$ cat config.mk
export PLATFORM = sky130hd
export DESIGN_NAME = lgn_frame_driver
export DESIGN_NICKNAME = d
export VERILOG_FILES = /design/src/rtl/lgn_frame_driver.sv
export SDC_FILE = /design/constraint.sdc
export NUM_CORES = 1
export LEC_CHECK = 0
export CORE_MARGIN = 1.5
export CORE_UTILIZATION = 50
export DETAILED_ROUTE_END_ITERATION = 10
export PLACE_DENSITY = 0.79
export REMOVE_ABC_BUFFERS = 1
export SETUP_SLACK_MARGIN = 0.1
export SKIP_CTS_REPAIR_TIMING = 1
export SLEW_MARGIN = 20
export SYNTH_ARGS = -nofsm -noshare
export SYNTH_HDL_FRONTEND = slang
export SYNTH_SLANG_ARGS = --single-unit
$ cat constraint.sdc
create_clock -name clk -period 2.15 [get_ports clk]
set_input_delay 0.5375 -clock clk [delete_from_list [all_inputs] [get_ports clk]]
set_output_delay 0.5375 -clock clk [all_outputs]
set_load 0.02 [all_outputs]
$ cat src/rtl/lgn_frame_driver.sv
// lgn_frame_driver: binarizes and packs one pixel frame into the LGN classifier, then decodes its verdict.
// Ports: clk/rst_n clock and async active-low reset; s_pixel/s_valid/s_ready pixel stream in;
// frame_abort drops a partial frame; lgn_ui_in/lgn_write_enable classifier byte load port;
// lgn_uo_out classifier segments, echo and score; res_* decoded result with valid/ready handshake.
module lgn_frame_driver #(
    parameter int         PIXELS        = 784,
    parameter logic [7:0] THRESHOLD     = 8'd128,
    parameter int         SETTLE_CYCLES = 2
) (
    input  logic        clk,
    input  logic        rst_n,
    input  logic [7:0]  s_pixel,
    input  logic        s_valid,
    output logic        s_ready,
    input  logic        frame_abort,
    output logic [7:0]  lgn_ui_in,
    output logic        lgn_write_enable,
    input  logic [15:0] lgn_uo_out,
    output logic        res_valid,
    input  logic        res_ready,
    output logic [3:0]  res_class,
    output logic [7:0]  res_score,
    output logic        res_err
);
    localparam int PW    = $clog2(PIXELS);
    localparam int BYTES = PIXELS / 8;
    localparam int BW    = (BYTES > 1) ? $clog2(BYTES) : 1;
    localparam int SW    = $clog2(SETTLE_CYCLES + 1);
    localparam logic [PW-1:0] LAST_PIX    = PW'(PIXELS - 1);
    localparam logic [BW-1:0] LAST_BYTE   = BW'(BYTES - 1);
    localparam logic [SW-1:0] LAST_SETTLE = SW'(SETTLE_CYCLES);

    typedef enum logic [1:0] {LOAD, SETTLE, RESULT} state_t;

    state_t          r_state, w_next;
    logic [PW-1:0]   r_pix_cnt;
    logic [BW-1:0]   r_byte_cnt;
    logic [SW-1:0]   r_settle_cnt;
    logic [7:0]      r_pack;
    logic [7:0]      w_pack_next;
    logic            w_take, w_byte_done, w_frame_done, w_settle_done;
    logic [3:0]      w_class;

    assign s_ready       = (r_state == LOAD);
    assign res_valid     = (r_state == RESULT);
    // A pixel offered alongside frame_abort is dropped.
    assign w_take        = s_ready & s_valid & ~frame_abort;
    assign w_pack_next   = {r_pack[6:0], s_pixel >= THRESHOLD};
    assign w_byte_done   = w_take & (r_pix_cnt[2:0] == 3'd7);
    assign w_frame_done  = w_byte_done & (r_pix_cnt == LAST_PIX) & (r_byte_cnt == LAST_BYTE);
    // Settle count 0 is the final write cycle; capture after SETTLE_CYCLES more.
    assign w_settle_done = (r_state == SETTLE) & (r_settle_cnt == LAST_SETTLE);

    always_comb begin
        w_next = frame_abort                          ? LOAD   :
                 w_frame_done                         ? SETTLE :
                 w_settle_done                        ? RESULT :
                 (r_state == RESULT && res_ready)     ? LOAD   : r_state;
    end

    always_comb begin
        w_class = 4'hF;
        case (lgn_uo_out[6:0])
            7'h3F: w_class = 4'd0;
            7'h06: w_class = 4'd1;
            7'h5B: w_class = 4'd2;
            7'h4F: w_class = 4'd3;
            7'h66: w_class = 4'd4;
            7'h6D: w_class = 4'd5;
            7'h7C: w_class = 4'd6;
            7'h07: w_class = 4'd7;
            7'h7F: w_class = 4'd8;
            7'h67: w_class = 4'd9;
            default: w_class = 4'hF;
        endcase
    end

    always_ff @(posedge clk or negedge rst_n) begin
        if (!rst_n)
            r_state <= LOAD;
        else
            r_state <= w_next;
    end

    always_ff @(posedge clk or negedge rst_n) begin
        if (!rst_n) begin
            r_pix_cnt        <= '0;
            r_byte_cnt       <= '0;
            r_settle_cnt     <= '0;
            r_pack           <= '0;
            lgn_ui_in        <= '0;
            lgn_write_enable <= 1'b0;
            res_class        <= '0;
            res_score        <= '0;
            res_err          <= 1'b0;
        end else if (frame_abort) begin
            r_pix_cnt        <= '0;
            r_byte_cnt       <= '0;
            r_settle_cnt     <= '0;
            r_pack           <= '0;
            lgn_write_enable <= 1'b0;
        end else begin
            lgn_write_enable <= w_byte_done;
            r_settle_cnt     <= (r_state == SETTLE && !w_settle_done) ? r_settle_cnt + SW'(1) : '0;
            if (w_take) begin
                r_pack    <= w_pack_next;
                r_pix_cnt <= w_frame_done ? '0 : r_pix_cnt + PW'(1);
            end
            if (w_byte_done) begin
                lgn_ui_in  <= w_pack_next;
                r_byte_cnt <= w_frame_done ? '0 : r_byte_cnt + BW'(1);
            end
            if (w_settle_done) begin
                res_class <= w_class;
                res_score <= lgn_uo_out[15:8];
                res_err   <= (w_class == 4'hF) | ~lgn_uo_out[7];
            end
        end
    end
endmodule

==> metrics, run 1 <==
outcome finished, final reports clean; Die Wd roughly 73 um; Diodes inserted 0; setup TNS 0 ns; cells on worst reg2reg path 7; Slew Viols, Final 0; Routed met1 length ~2.1 mm; Avg Synthesized Cell Area ~12 sq um; Root Driver clkbuf_8; Initial Utilization 0.517; num rows 25; MaxCap Viol Count 0; worst slack, placed -0.0273 ns; total wire length ~4.5 mm; Chip Height 72.7 um; RSZ-0062 raised after global routing no; CP cell instances clkdlybuf4s50_1 > nor3b_2 > buf_4 > a21o_1 > nand4_1 > xor2_1 > nor2_1; gr usage total 0.197; Area after DPL approximately 3000 sq um; clk_skew 0.00378 ns; final setup fails 0; Crit Path Max Fanout 7; VDD IR-drop max 0.000495 V; post-synth top area share 0.515; post-layout minimum cycle time 1.84 ns; Synth area leaders dfrtp_1 52%, mux2_2 8.4%, nor2_1 3.7%; Worst-path clk slew 0.09 ns; DRT antenna net count 0; later-pin clock latency in the skew report 0.31 ns; P per Cell Area roughly 560 nW/um^2; commonest non-fill, non-tap cell in the layout dfrtp_1; Synth area leader dfrtp_1; CP Launch Type input port; Vias between 1500 and 2000; Netlist Area Pre-Place ~2400 sq um; sequential share of the synthesized area 0.515; capturing point of the worst reg2reg path r_pix_cnt[4]$_DFFE_PN0P_; WS Path Type in2reg; final period utilization 0.854; LEAKAGE ~1.4 nW; first-pass GRT wire length 8.11 mm; die area about 5300 sq um; crit path max-delay cell type clkdlybuf4s50_1; met2 wire length ~2.1 mm; Mapped Cells between 200 and 250; initial antenna violation count 0; Distinct cells, synth between 50 and 60; area growth from synthesis to layout 29.5%; Max Buffers Root-to-Sink 2; CTS tree built; Critical Path Sink Type register; post-route cell area 3140 sq um; fmax about 0.54 GHz; FILL cells roughly 360; Reg-to-Reg Start r_byte_cnt[1]$_DFFE_PN0P_; hold crit path type in2async; WL/cell 14.2 um; layout cells sized above 1 0.226; vias per cell about 5.5; async set or reset register ratio after synthesis 1.00; Worst-Margin Slew 0.391 ns; hold_ws between 0.04 and 0.05 ns; Worst Setup Slack, final between 0.3 and 0.4 ns; grt ovf 0; Critical Path Start s_valid; Worst Path Required approximately 2.4 ns; CP peak stage delay ~0.48 ns; Yosys Warn Count 0; CTS Buf Count 5; Worst Setup EP r_byte_cnt[3]$_DFFE_PN0P_; post-synthesis register bit count 50; register-to-register setup slack roughly 0.45 ns; Post-synth EDFFs 0; I/O pin cnt 53; post-detail-place hpwl 3.28 mm; DRC 0; Slew HR 0.738; final estimated routing congestion in global placement ~0.75; Fin. Hold Viols 0; H-tree level count 2; Top FF cell, synth dfrtp_1; Nets about 300; DR WL met3 233 um; CP arrival slightly above 2 ns; most frequent cells in the layout 48 x dfrtp_1, 42 x clkdlybuf4s50_1, 24 x nor2_1, 18 x mux2_2, 12 x buf_4; starting DRC count in detailed routing 58; core area around 4700 sq um; Num Clock Sinks 50; Port Buffer Count 45; Top Metal Used met4; vias in the first global route about 1800; drt pass-1 iters 4; largest net degree at the start of global routing 46
==> through the flow <==
stage          power (mW)  cells   util
6_report             1.77    320  0.670
3_5_place_dp         1.11    312  0.643
2_1_floorplan        1.01    198      -
5_1_grt              1.84    320  0.670
3_3_place_gp         1.11    312  0.643
4_1_cts              1.79    320  0.668
==> layer usage <==
layer | up-vias | global-route usage
li1 | 857 | -
met1 | 858 | 0.255
met2 | 40 | 0.321
met3 | 8 | 0.0525
met4 | 0 | 0.0692
met5 | - | 0
==> sequential cells by signal, indices dropped and copies added, names as in the netlist <==
name and cells:
res_err 1, r_pix_cnt 10, r_state 2, res_score 8, r_settle_cnt 2, lgn_write_enable 1
r_byte_cnt 7, res_class 4, r_pack 7, lgn_ui_in 8
==> cell usage after synthesis, types with 2 or more instances <==
cell type,n
nand2_1,8
nor3_1,5
nand2b_1,2
nand3_1,3
xor2_1,7
ha_1,5
nand4_1,8
clkbuf_1,7
mux2_2,18
nor2_1,24
a31oi_1,4
a22o_2,7
a22o_1,2
inv_1,6
xnor2_1,7
o21ai_0,3
and3_1,4
dfrtp_1,50
nor4b_1,2
a21oi_1,6
nor4bb_1,2
==> cells by family after synthesis <==
| kind of cell | Yosys count | synth area share |
|---|---|---|
| AOI/OAI and AO/OA | 29 | 0.0897 |
| buffers and inverters | 18 | 0.0392 |
| and+or+nand+nor | 75 | 0.192 |
| xor gates and xnor gates | 14 | 0.0505 |
| muxes | 19 | 0.0876 |
| adders and majority gates | 5 | 0.0258 |
| DFF | 50 | 0.515 |
==> cell type report <==
class / count / area, sq um / area share
sequential: 50 / 1250 / 0.399
timing repair buffer: 60 / 601 / 0.191
tap: 54 / 67.6 / 0.0215
clock buffer: 5 / 68.8 / 0.0219
clock inverter: 3 / 48.8 / 0.0155
multi-input combinational: 142 / 1080 / 0.344
inverter: 6 / 22.5 / 0.00717
==> worst min path at each step <==
stage | cells past startpoint | from | slack (ns) | endpoint
3_5_place_dp | 1 | rst_n | 0.38 | res_score[2]$_DFFE_PN0P_
3_3_place_gp | 1 | rst_n | 0.38 | res_score[5]$_DFFE_PN0P_
6_report | 1 | rst_n | 0.05 | res_class[0]$_DFFE_PN0P_
5_1_grt | 1 | rst_n | 0.04 | res_score[5]$_DFFE_PN0P_
4_1_cts | 1 | rst_n | 0.04 | res_class[0]$_DFFE_PN0P_
2_1_floorplan | 0 | rst_n | 0.24 | lgn_ui_in[0]$_DFFE_PN0P_
==> worst max-delay path, delay by kind of cell <==
kind	cells	cell delay, ns
compound gates	1	0.22
simple gates	3	0.45
buf+inv	2	0.64
xor+xnor	1	0.18
==> power by group <==
group / switching [mW] / internal (mW)
clock: 0.324 / 0.354
combinational: 0.0668 / 0.0713
sequential: 0.00456 / 0.945
No activity file was read; power rests on OpenSTA's default activity.
==> inputs of run 2 (changes only) <==
--- a/config.mk
+++ b/config.mk
@@ -5,10 +5,12 @@
 export SDC_FILE = /design/constraint.sdc
 export NUM_CORES = 1
 export LEC_CHECK = 0
+export CELL_PAD_IN_SITES_DETAIL_PLACEMENT = 2
+export CELL_PAD_IN_SITES_GLOBAL_PLACEMENT = 2
 export CORE_MARGIN = 1.5
-export CORE_UTILIZATION = 50
+export CORE_UTILIZATION = 28
 export DETAILED_ROUTE_END_ITERATION = 10
-export PLACE_DENSITY = 0.79
+export PLACE_DENSITY_LB_ADDON = 0.1
 export REMOVE_ABC_BUFFERS = 1
 export SETUP_SLACK_MARGIN = 0.1
 export SKIP_CTS_REPAIR_TIMING = 1
@@ -16,3 +18,4 @@
 export SYNTH_ARGS = -nofsm -noshare
 export SYNTH_HDL_FRONTEND = slang
 export SYNTH_SLANG_ARGS = --single-unit
+export TNS_END_PERCENT = 100
==> metrics, run 2 (synthesized netlist as in run 1, its figures left out) <==
clk_skew 0.00741 ns (+0.00363 ns); Top Metal Used met4; Tot Pwr 1.70 mW (-3.6%); outcome finished, final reports clean; setup TNS 0 ns (unchanged); Routed met1 length 2.81 mm (+35%); MaxCap Viol Count 0 (unchanged); post-detail-place hpwl 4.15 mm (+26%); first-pass GRT wire length 9.89 mm (+22%); cells on worst reg2reg path 6 (-1); P per Cell Area 530 nW/um^2 (-5.6%); Fin. Hold Viols 0 (unchanged); Vias 1807 (+2.5%); die area 9240 sq um (+75%); Port Buffer Count 45 (unchanged); CP arrival 2.12 ns (+0.08 ns); Reg-to-Reg Start r_pix_cnt[0]$_DFFE_PN0P_; I/O pin cnt 53 (unchanged); CTS tree built; area growth from synthesis to layout 32.2%; VDD IR-drop max 0.000276 V (-44%); num rows 33 (+32%); later-pin clock latency in the skew report 0.31 ns (about the same); Num Clock Sinks 50 (unchanged); vias in the first global route 1995 (+9.6%); Initial Utilization 0.292 (-0.225); commonest non-fill, non-tap cell in the layout dfrtp_1; Critical Path Sink Type register; DRT antenna net count 0 (unchanged); Worst Setup EP res_class[3]$_DFFE_PN0P_; Worst Path Required 2.39 ns (+0.04 ns); Worst-path clk slew 0.11 ns (+0.02 ns); most frequent cells in the layout 48 x dfrtp_1, 42 x clkdlybuf4s50_1, 24 x nor2_1, 18 x mux2_2, 15 x buf_4; final setup fails 0 (unchanged); total wire length 5.84 mm (+29%); met2 wire length 2.84 mm (+33%); max reg flops 10 (unchanged); Diodes inserted 0 (unchanged); drt pass-1 iters 3 (-1); post-route cell area 3210 sq um (+2.1%); final period utilization 0.872 (+0.0184); Area after DPL 3100 sq um (+2.9%); Max Buffers Root-to-Sink 2 (unchanged); RSZ-0062 raised after global routing no; CTS Buf Count 5 (unchanged); largest net degree at the start of global routing 51 (+11%); starting DRC count in detailed routing 34 (-41%); capturing point of the worst reg2reg path r_byte_cnt[4]$_DFFE_PN0P_; WS Path Type in2reg; fmax 0.533 GHz (-2.1%); Crit Path Max Fanout 4 (-3); Root Driver clkbuf_8; hold crit path type in2async; H-tree level count 2 (unchanged); DR WL met3 119 um (-49%); final estimated routing congestion in global placement 0.751 (-0.50%); CP Launch Type input port; gr usage total 0.141 (-0.0565); Worst-Margin Slew 0.434 ns (+0.0438 ns); grt ovf 0 (unchanged); Critical Path Start lgn_uo_out[4]; post-layout minimum cycle time 1.87 ns (+0.0396 ns); Slew Viols, Final 0 (unchanged); WL/cell 15.6 um (+10%); Die Wd 96.1 um (+32%); DRC 0 (unchanged); Chip Height 96.1 um (+32%); Slew HR 0.710 (-0.0284); register-to-register setup slack 0.38 ns (-0.07 ns); LEAKAGE 1.45 nW (+0.54%); vias per cell 4.83 (-12%); Nets 302 (+1.0%); Most flops, register r_pix_cnt; layout cells sized above 1 0.234 (+0.00864); initial antenna violation count 0 (unchanged); Largest regs r_pix_cnt x10, lgn_ui_in x8, res_score x8; core area 8300 sq um (+77%)
-- run 2: cell count changes in the layout (fill, tap and decap cells not counted), sizes merged --
| cell | delta |
|---|---|
| buf | +3 |
| bufinv | -1 |
| clkinv | +2 |
| clkinvlp | -1 |
-- run 2: worst min-delay path by stage --
stage / slack [ns] / end / depth (start not counted)
final: 0.20 / res_err$_DFFE_PN0P_ / 2
after global routing: 0.22 / res_score[4]$_DFFE_PN0P_ / 2
after CTS: 0.21 / r_settle_cnt[1]$_DFF_PN0_ / 2
after detailed placement: 0.42 / r_settle_cnt[0]$_DFF_PN0_ / 1
after global placement: 0.41 / r_settle_cnt[0]$_DFF_PN0_ / 1
after floorplan: 0.24 / lgn_ui_in[0]$_DFFE_PN0P_ / 0
-- run 2: cell type report --
| cell class | count | area [sq um] |
|---|---|---|
| clock inverter | 3 | 28.8 |
| multi-input combinational | 142 | 1080 |
| tap | 105 | 131 |
| inverter | 6 | 22.5 |
| timing repair buffer | 63 | 623 |
| clock buffer | 5 | 68.8 |
| sequential | 50 | 1250 |
| fill | 879 | 5090 |
-- run 2: where the power goes --
group / total, mW / switching [mW] / internal, mW
registers: 0.950 / 0.00503 / 0.945
logic: 0.149 / 0.0730 / 0.0761
clock network: 0.603 / 0.361 / 0.242
total: 1.70 / 0.439 / 1.26
-- run 2: critical path: stages --
cell	delay [ns]
clkdlybuf4s50_1	0.50
buf_4	0.15
nand4bb_1	0.17
a21oi_1	0.07
nor3_1	0.33
nand2_1	0.17
a31oi_1	0.18
-- run 2: routing by layer --
metal | vias up | GRT usage
li1 | 865 | -
met3 | 5 | 0.0245
met4 | 0 | 0.0404
met1 | 916 | 0.189
met2 | 21 | 0.231
met5 | - | 0
-- run 2: per-stage QoR --
step | util | hold WS, ns | worst slack, ns | std cells
final | 0.387 | 0.199 | 0.275 | 374
after global routing | 0.387 | 0.220 | 0.121 | 374
after CTS | 0.386 | 0.211 | -0.0646 | 374
after detailed placement | 0.374 | 0.420 | -0.0893 | 366
after global placement | 0.374 | 0.414 | -0.0747 | 366
after floorplan | - | 0.242 | 0.456 | 198
==> inputs of run 3 (changes only) <==
==> constraint.sdc (replaced) <==
create_clock -name clk -period 2.21 [get_ports clk]
set_input_delay 0.5525 -clock clk [delete_from_list [all_inputs] [get_ports clk]]
set_output_delay 0.5525 -clock clk [all_outputs]
set_load 0.02 [all_outputs]
==> metrics, run 3 (synthesized netlist as in run 1, its figures left out) <==
fmax between 0.5 and 0.6 GHz; Most flops, register r_pix_cnt; Die Wd 96.1 um (unchanged); outcome finished, final reports clean; final period utilization 0.887; Sequential Power Share 0.502 (-0.056); LEAKAGE 1.46 nW (+0.59%); Crit Path Max Fanout 4 (unchanged); setup TNS 0 ns (unchanged); total wire length 5.87 mm (+0.45%); Slew Viols, Final 0 (unchanged); starting DRC count in detailed routing 45 (+32%); Worst-path clk slew 0.09 ns (-0.02 ns); WL/cell 15.8 um (+0.99%); Port Buffer Count 45 (unchanged); hold crit path type in2async; final estimated routing congestion in global placement 0.741 (-1.3%); H-tree level count 2 (unchanged); RSZ-0062 raised after global routing no; area growth from synthesis to layout 33.2%; Int Pwr 1.45 mW (+14%); drt pass-1 iters 3 (unchanged); CP arrival 2.18 ns (+0.06 ns); vias in the first global route 1989 (-0.30%); later-pin clock latency in the skew report 0.30 ns (about the same); register area 1250 sq um (unchanged); clock network fraction of design power 0.421 (+0.067); final setup fails 0 (unchanged); final std cells w/o fill 372 (-0.53%); Worst Setup Slack, final 0.249 ns (-0.0261 ns); I/O pin cnt 53 (unchanged); DP Cell Count 364 (-0.55%); Nets 300 (-0.66%); num rows 33 (unchanged); Slew HR 0.708 (-0.00202); initial antenna violation count 0 (unchanged); Crit path depth 7 (unchanged); CP bufs+invs 2 (unchanged); Root Driver clkbuf_8; crit path max-delay cell type clkdlybuf4s50_1; grt ovf 0 (unchanged); CP cell instances clkdlybuf4s50_1 > buf_4 > nand4bb_1 > a21oi_1 > nor3_1 > nand2_1 > a31oi_1; Max Buffers Root-to-Sink 2 (unchanged); P per Cell Area 570 nW/um^2 (+7.4%); Largest regs r_pix_cnt x10, lgn_ui_in x8, res_score x8; area of the multi-input gates 1080 sq um (unchanged); DRT antenna net count 0 (unchanged); Area after DPL 3090 sq um (-0.48%); Initial Utilization 0.292 (unchanged); FILL cells 870 (-1.0%); Top delay family on crit path simple AND/OR/NAND/NOR gates; post-layout minimum cycle time between 1.5 and 2 ns; CTS tree built; gr usage total 0.143 (+0.00244); switching share of power 0.216 (-0.0420); Tot Pwr 1.84 mW (+8.3%); largest net degree at the start of global routing 51 (unchanged); WS Path Type in2reg; Num Clock Sinks 50 (unchanged); clk_skew 0.00871 ns (+0.00130 ns); CP Launch Type input port; most frequent cells in the layout 48 x dfrtp_1, 42 x clkdlybuf4s50_1, 24 x nor2_1, 18 x mux2_2, 13 x buf_4; Worst-Margin Slew 0.437 ns (+0.00303 ns); cells on worst reg2reg path 7 (+1); CP peak stage delay 0.50 ns (about the same); DRC 0 (unchanged); die area 9240 sq um (unchanged); VDD IR-drop max 0.000347 V (+26%); Critical Path Sink Type register; Comb power frac 0.077 (-0.011); core area 8300 sq um (unchanged); P_sw 398 uW (-9.4%); layout cells sized above 1 0.228 (-0.00574); commonest non-fill, non-tap cell in the layout dfrtp_1; post-route cell area 3230 sq um (+0.78%); post-detail-place hpwl 4.19 mm (+1.1%); Vias 1791 (-0.89%); vias per cell 4.81 (-0.35%); worst slack, placed -0.0730 ns (+0.0163 ns); CTS Buf Count 5 (unchanged); max reg flops 10 (unchanged); MaxCap Viol Count 0 (unchanged); first-pass GRT wire length 10.1 mm (+1.6%); Diodes inserted 0 (unchanged); Worst Path Required 2.43 ns (+0.04 ns); Fin. Hold Viols 0 (unchanged); Chip Height 96.1 um (unchanged)
==> run 3: per-stage QoR <==
stage	utilization	hold WS, ns
after global routing	0.390	0.234
final	0.390	0.222
after floorplan	-	0.257
after global placement	0.372	0.414
after detailed placement	0.372	0.417
after CTS	0.389	0.226
==> run 3: path summary, 6_finish.rpt <==
path | start | endpoint | slack (ns)
max | lgn_uo_out[4] | res_class[3]$_DFFE_PN0P_ | 0.25
min | rst_n | res_score[5]$_DFFE_PN0P_ | 0.22
max reg2reg | r_byte_cnt[1]$_DFFE_PN0P_ | r_pix_cnt[5]$_DFFE_PN0P_ | 0.47
min reg2reg | r_settle_cnt[0]$_DFF_PN0_ | r_settle_cnt[0]$_DFF_PN0_ | 0.43
max in group asynchronous | rst_n | r_state[1]$_DFFE_PN0P_ | 1.73
min in group clk | r_settle_cnt[0]$_DFF_PN0_ | r_settle_cnt[0]$_DFF_PN0_ | 0.43
==> run 3: final cells by class <==
type                    instances  area share
flip-flops and latches         50       0.388
multi-input cells             142       0.334
repair buffers                 61       0.188
well taps                     105      0.0406
clock buffers                   5      0.0213
clock inverters                 3      0.0213
inverters                       6     0.00696
==> run 3: power groups by stage <==
stage	combinational, mW	clock (mW)	sequential (mW)
detailed placement	0.146	0	0.943
global route	0.158	0.844	0.926
CTS	0.146	0.809	0.925
finish	0.142	0.777	0.924
global placement	0.144	0	0.942
floorplan	0.0400	0	0.942
==> run 3: per-layer routing <==
metal,track usage,part of all wire
met1,0.184,0.45
met2,0.241,0.51
met3,0.0269,0.025
met4,0.0478,0.011
met5,0,0
